<file path="src/rtl/uart_pkg.sv">
// Shared UART definitions: FSM state encodings common to tx and rx, parity modes, default bit timing.
package uart_pkg;

  typedef logic [2:0] state_t;

  localparam state_t ST_IDLE   = 3'd0;
  localparam state_t ST_START  = 3'd1;
  localparam state_t ST_DATA   = 3'd2;
  localparam state_t ST_PARITY = 3'd3;
  localparam state_t ST_STOP   = 3'd4;
  localparam state_t ST_CLNUP  = 3'd5;

  localparam int PARITY_NONE = 0;
  localparam int PARITY_EVEN = 1;
  localparam int PARITY_ODD  = 2;

  localparam int DEFAULT_CLKS_PER_BIT = 217;

  // Even mode makes the total count of ones even; odd mode inverts that.
  function automatic logic parity_bit(input logic [7:0] data, input int mode);
    return (mode == PARITY_ODD) ? ~(^data) : (^data);
  endfunction

endpackage

</file>
<file path="src/rtl/uart_tx_if.sv">
// Byte handshake and serial-side status of the UART transmitter.
interface uart_tx_if;

  logic       in_valid;
  logic [7:0] in_byte_Tx;
  logic       out_ready;
  logic       out_serial_tx;
  logic       out_busy;
  logic       out_done;

  modport master (
    output in_valid,
    output in_byte_Tx,
    input  out_ready,
    input  out_serial_tx,
    input  out_busy,
    input  out_done
  );

  modport slave (
    input  in_valid,
    input  in_byte_Tx,
    output out_ready,
    output out_serial_tx,
    output out_busy,
    output out_done
  );

endinterface

</file>
<file path="src/rtl/uart_bit_timer.sv">
// Free-running 0..N-1 bit-period counter; bit_end flags the last clock of each bit.
// Shared between the UART transmitter and receiver.
module uart_bit_timer
  import uart_pkg::*;
#(
  parameter int N = DEFAULT_CLKS_PER_BIT
) (
  input  logic in_clk,
  input  logic in_rst_n,
  input  logic clear,
  input  logic enable,
  output logic bit_end
);

  localparam int CW = (N > 1) ? $clog2(N) : 1;

  logic [CW-1:0] cnt_q;

  assign bit_end = enable && (cnt_q == CW'(N - 1));

  always_ff @(posedge in_clk or negedge in_rst_n) begin
    if (!in_rst_n) begin
      cnt_q <= '0;
    end else if (clear) begin
      cnt_q <= '0;
    end else if (enable) begin
      cnt_q <= bit_end ? '0 : cnt_q + CW'(1);
    end
  end

endmodule

</file>
<file path="src/rtl/uart_tx.sv">
// UART transmitter: one byte per frame, start + 8 data (LSB first) + optional parity + 1/2 stop bits.
// Line is a flop output idling high; a done pulse follows the last stop bit.
module uart_tx
  import uart_pkg::*;
#(
  parameter int CLKS_PER_BIT = DEFAULT_CLKS_PER_BIT,
  parameter int PARITY       = PARITY_NONE,
  parameter int STOP_BITS    = 1
) (
  input logic      in_clk,
  input logic      in_rst_n,
  uart_tx_if.slave up
);

  if (CLKS_PER_BIT < 2 || PARITY < PARITY_NONE || PARITY > PARITY_ODD ||
      STOP_BITS < 1 || STOP_BITS > 2) begin : g_bad_cfg
    $error("uart_tx: illegal CLKS_PER_BIT/PARITY/STOP_BITS configuration");
  end

  state_t     state_q;
  logic [2:0] bit_idx_q;
  logic [7:0] data_q;
  logic       serial_q;
  logic       busy_q;
  logic       done_q;
  logic       bit_end;
  logic       timer_en;
  logic       timer_clr;

  assign timer_clr = (state_q == ST_IDLE);
  assign timer_en  = (state_q == ST_START) || (state_q == ST_DATA) ||
                     (state_q == ST_PARITY) || (state_q == ST_STOP);

  uart_bit_timer #(
    .N (CLKS_PER_BIT)
  ) u_bit_timer (
    .in_clk   (in_clk),
    .in_rst_n (in_rst_n),
    .clear    (timer_clr),
    .enable   (timer_en),
    .bit_end  (bit_end)
  );

  assign up.out_ready     = (state_q == ST_IDLE);
  assign up.out_serial_tx = serial_q;
  assign up.out_busy      = busy_q;
  assign up.out_done      = done_q;

  always_ff @(posedge in_clk or negedge in_rst_n) begin
    if (!in_rst_n) begin
      state_q   <= ST_IDLE;
      bit_idx_q <= '0;
      data_q    <= '0;
      serial_q  <= 1'b1;
      busy_q    <= 1'b0;
      done_q    <= 1'b0;
    end else begin
      case (state_q)
        ST_IDLE: begin
          if (up.in_valid) begin
            data_q   <= up.in_byte_Tx;
            serial_q <= 1'b0;
            busy_q   <= 1'b1;
            state_q  <= ST_START;
          end
        end
        ST_START: begin
          if (bit_end) begin
            serial_q  <= data_q[0];
            bit_idx_q <= '0;
            state_q   <= ST_DATA;
          end
        end
        ST_DATA: begin
          if (bit_end) begin
            if (bit_idx_q == 3'd7) begin
              bit_idx_q <= '0;
              if (PARITY != PARITY_NONE) begin
                serial_q <= parity_bit(data_q, PARITY);
                state_q  <= ST_PARITY;
              end else begin
                serial_q <= 1'b1;
                state_q  <= ST_STOP;
              end
            end else begin
              serial_q  <= data_q[bit_idx_q + 3'd1];
              bit_idx_q <= bit_idx_q + 3'd1;
            end
          end
        end
        ST_PARITY: begin
          if (bit_end) begin
            serial_q  <= 1'b1;
            bit_idx_q <= '0;
            state_q   <= ST_STOP;
          end
        end
        // bit_idx_q is reused to count stop bits.
        ST_STOP: begin
          if (bit_end) begin
            if (bit_idx_q == 3'(STOP_BITS - 1)) begin
              bit_idx_q <= '0;
              done_q    <= 1'b1;
              state_q   <= ST_CLNUP;
            end else begin
              bit_idx_q <= bit_idx_q + 3'd1;
            end
          end
        end
        ST_CLNUP: begin
          done_q  <= 1'b0;
          busy_q  <= 1'b0;
          state_q <= ST_IDLE;
        end
        default: begin
          serial_q <= 1'b1;
          busy_q   <= 1'b0;
          done_q   <= 1'b0;
          state_q  <= ST_IDLE;
        end
      endcase
    end
  end

endmodule

</file>
<file path="src/flat_wrapper.sv">
// flat-port wrapper written by rule: the top's interface ports become plain ports
module uart_tx_flat import uart_pkg::*;
#(
  parameter int CLKS_PER_BIT = DEFAULT_CLKS_PER_BIT,
  parameter int PARITY       = PARITY_NONE,
  parameter int STOP_BITS    = 1
)
  (in_clk, in_rst_n, up_in_valid, up_in_byte_Tx, up_out_ready, up_out_serial_tx, up_out_busy, up_out_done);
  uart_tx_if up_i ();
  input logic in_clk;
  input logic in_rst_n;
  input wire logic [$bits(up_i.in_valid)-1:0] up_in_valid;
  input wire logic [$bits(up_i.in_byte_Tx)-1:0] up_in_byte_Tx;
  output wire logic [$bits(up_i.out_ready)-1:0] up_out_ready;
  output wire logic [$bits(up_i.out_serial_tx)-1:0] up_out_serial_tx;
  output wire logic [$bits(up_i.out_busy)-1:0] up_out_busy;
  output wire logic [$bits(up_i.out_done)-1:0] up_out_done;
  assign up_i.in_valid = up_in_valid;
  assign up_i.in_byte_Tx = up_in_byte_Tx;
  assign up_out_ready = up_i.out_ready;
  assign up_out_serial_tx = up_i.out_serial_tx;
  assign up_out_busy = up_i.out_busy;
  assign up_out_done = up_i.out_done;
  uart_tx #(.CLKS_PER_BIT(CLKS_PER_BIT), .PARITY(PARITY), .STOP_BITS(STOP_BITS)) u_core (.in_clk(in_clk), .in_rst_n(in_rst_n), .up(up_i));
endmodule
</file>
<file path="config.mk">
export PLATFORM = sky130hd
export DESIGN_NAME = uart_tx_flat
export DESIGN_NICKNAME = d
export VERILOG_FILES = /design/src/rtl/uart_pkg.sv /design/src/rtl/uart_tx_if.sv /design/src/rtl/uart_bit_timer.sv /design/src/rtl/uart_tx.sv /design/src/flat_wrapper.sv
export SDC_FILE = /design/constraint.sdc
export NUM_CORES = 1
export LEC_CHECK = 0
export CAP_MARGIN = 5
export CORE_UTILIZATION = 40
export DETAILED_ROUTE_END_ITERATION = 8
export PLACE_DENSITY = 0.68
export SLEW_MARGIN = 30
export SYNTH_ARGS = -nofsm -noshare
export SYNTH_HDL_FRONTEND = slang
export SYNTH_SLANG_ARGS = --single-unit
</file>
<file path="constraint.sdc">
create_clock -name in_clk -period 1.6 [get_ports in_clk]
set_input_delay 0.32 -clock in_clk [delete_from_list [all_inputs] [get_ports in_clk]]
set_output_delay 0.32 -clock in_clk [all_outputs]
set_load 0.02 [all_outputs]
</file>
==> key figures <==
Die
  • Area of the die: approximately 3700 µm²
  • # IOs: 15
  • Die Height: 60.74 µm
  • Core area: about 3200 µm²
  • Die width: 60.74 µm
  • Initial Util: between 40% and 50%
  • Num rows: 20

Synth
  • Post-synth EDFFs: 0
  • Yosys top cell area share: 43.52%
  • Syn Nets: 146
  • Gate Count Post-Synth: 130
  • Synthesis warning total: 0
  • Sequential area share after synthesis: 45.42%
  • Ys async rst share: 100.0%
  • Leading area contributor after synthesis: dfrtp_1
  • Synth cell count leaders: dfrtp_1 (24), nor2_1 (14), mux2_2 (11)
  • Number of synthesized register bits: 25
  • Most area-consuming cells after synthesis: dfrtp_1 (44%), mux2_2 (9.0%), ha_1 (4.5%)
  • Mean Syn Cell Area: 10.62 µm²
  • Post-synthesis cell type count: 42
  • Predominant post-synthesis flop cell: dfrtp_1
  • Synthesized area: around 1400 µm²
  • Count leader, synth: dfrtp_1

Setup path
  • CP endpoint kind: flip-flop
  • Slowest CP cell: dfrtp_1
  • Kind of critical path: reg -> reg
  • FF-to-FF path depth: 6
  • Critical-path cell list: ha_2 > ha_4 > mux2_4 > o22ai_2 > nor4_2 > o32a_2
  • Arr. time, crit path: ~1.9 ns
  • Critical-path maximum fanout: 4
  • R2r startpoint: u_core.bit_idx_q[0]
  • Type of origin of the critical path: flip-flop
  • CP required: 1.85 ns
  • Critical R2R Capture: u_core.up.out_serial_tx
  • Delay of the slowest cell on the worst path: about 0.43 ns
  • Flop-to-flop setup slack: -0.09 ns

Place
  • GP Congestion: 0.8064
  • Port Buffer Count: 14
  • DP HPWL: 2145 µm
  • Post-Place Worst Slack: -0.2866 ns
  • Placed cell count: 203

Timing
  • RSZ-0062 raised after global routing: true
  • Pins Over Slew Limit: 0
  • Final Skew: 0.007767 ns
  • Post-route setup slack: -0.08608 ns
  • Worst-margin pin slew: 0.3197 ns
  • Hold WS: around 0.35 ns
  • Max Fclk: 593.1 MHz
  • Final period utilization: 105.4%
  • Final Hold Fails: 0
  • Max-slew headroom: 78.69%
  • Final min period: 1.686 ns
  • Setup violators final: 12

Route
  • Mean number of vias per cell: around 5.2
  • Vias: about 1,100
  • DR pass1 iterations: 4
  • Initial DRC Count: between 40 and 50
  • Residual DRC: 0
  • Antenna viol nets, final: 0
  • Final WL: 3044 µm
  • Wirelength per Cell: 13.96 µm

Clocking
  • Clk buf depth: 2
  • Hold-fix buffers at CTS: 0
  • CTS tree: built
  • Clk pin slew, worst setup/hold paths: roughly 0.13 ns
  • Htree depth: 1
  • Sink Count: 25
  • CTS root buffer: clkbuf_4
  • TritonCTS buffer count: 3
  • Skew-Pair Late Insertion Delay: 0.31 ns

Power
  • Leak Pwr: 0.8265 nW
  • Peak VDD IR: 277.4 µV
  • Power per Cell Area: ~510 nW/µm²
  • Tot Pwr: 0.0009817 W

Final layout
  • Area of the multi-input gates: between 700 and 800 µm²
  • Nets: between 150 and 200
  • Fill cell count: around 280
  • Area grow syn2layout: 38.80%
  • Final non-filler cell total: ~220
  • Ant diodes: 0
  • Register area: approximately 630 µm²
  • Share of cells above drive strength 1: slightly above 40%
  • Final Core Density: 60.75%

Run status
  • Failing checks: negative setup slack
  • Status: finished, violations left

Global route
  • Initial antenna violation count: 0
  • Total track usage: between 15 and 20%
  • Global-route wire length before repair: 4733 µm
  • Largest net degree at the start of global routing: 26
  • Grt ovf: 0
  • Vias in the first global route: 1,101

Worst hold path
  • Min-delay worst type: in -> async

Flow run
  • Reported max-cap violation count: 0
[cell type report]
type	instances	area share, %
well taps	44	2.874
inverters	6	1.176
multi-input cells	93	41.35
clock buffers	4	1.372
flip-flops and latches	25	32.72
repair buffers	46	20.51
[through the flow]
step / TNS [ns] / area (µm²)
final: -0.3919 / 1916
after floorplan: -0.02443 / 1410
after global placement: -2.648 / 1720
after CTS: -0.6462 / 1777
after global routing: -1.233 / 1916
after detailed placement: -2.732 / 1720
[cells by family after synthesis]
| kind of cell | after synthesis | synth area share, % |
|---|---|---|
| xor gates and xnor gates | 6 | 3.808 |
| AOI/OAI and AO/OA | 27 | 13.15 |
| and+or+nand+nor | 42 | 17.05 |
| adders and majority gates | 6 | 5.258 |
| DFF | 25 | 45.42 |
| buffers and inverters | 12 | 4.714 |
| muxes | 12 | 10.61 |
[routing by layer]
metal  part of all wire, %  track usage (%)  vias to the layer above
met5                     0                0                        -
met1                    45            21.19                      553
met3                   3.6            3.412                        4
met2                    50            30.30                       23
met4                  0.79            5.844                        0
li1                      -                -                      550
[worst max-delay path, delay by kind of cell, from the launching register on]
family                   cells  cell delay, ns
adder cells (fa/ha/maj)      2            0.50
AO/OA/AOI/OAI                2            0.32
multiplexers                 1            0.30
AND/OR/NAND/NOR              1            0.06
flip-flops                   1            0.43
[power by group]
group	internal (W)	leakage, nW	switching (W)
sequential	0.000642	0.312	0.00000529
clock	0.0000973	0.0150	0.000178
combinational	0.0000374	0.499	0.0000217
[cells in the final DEF (no fill, tap or decap), drive strengths merged, types with 2 or more instances in the layout]
master,Yosys,routed
o21ai,10,10
nand2b,4,4
nand3,2,2
clkbuf,0,4
xor2,4,4
or3b,2,2
mux2,11,11
nand3b,2,2
buf,6,33
nor2,14,14
nand2,7,7
ha,5,5
a31oi,2,2
inv,6,6
xnor2,2,2
a32o,2,2
dlygate4sd2,0,3
nand4,3,3
dfrtp,24,24
a21oi,3,3
clkdlybuf4s50,0,10
or2,2,2
[registers in the layout, summed over array words and instances, names as in the netlist]
signal and cells:
u_core.state_q 3, u_core.up.out_busy 1, u_core.bit_idx_q 3, u_core.data_q 8, u_core.up.out_serial_tx 1, u_core.up.out_done 1
u_core.u_bit_timer.cnt_q 8
[how the worst max path moves through the flow]
| stage | start | to | slack, ns | depth (start not counted) |
|---|---|---|---|---|
| finish | u_core.bit_idx_q[0] | u_core.up.out_serial_tx | -0.09 | 6 |
| global route | u_core.bit_idx_q[1] | u_core.up.out_serial_tx | -0.13 | 6 |
| CTS | u_core.state_q[0] | u_core.data_q[7] | -0.07 | 4 |
| detailed placement | up_in_valid | u_core.data_q[7] | -0.29 | 4 |
| global placement | up_in_valid | u_core.data_q[6] | -0.29 | 4 |
| floorplan | u_core.bit_idx_q[0] | u_core.up.out_serial_tx | -0.02 | 6 |
[timing repair]
| item | in CTS | in global routing |
|---|---|---|
| setup endpoints to repair | 21 | 24 |
| resized for setup | 15 | 23 |
| hold endpoints to repair | 0 | 0 |
| buffers inserted | 1 | 11 |
| pin swaps | 1 | 10 |
| cloned | 0 | 0 |
Power figures use the tool's default switching activity.
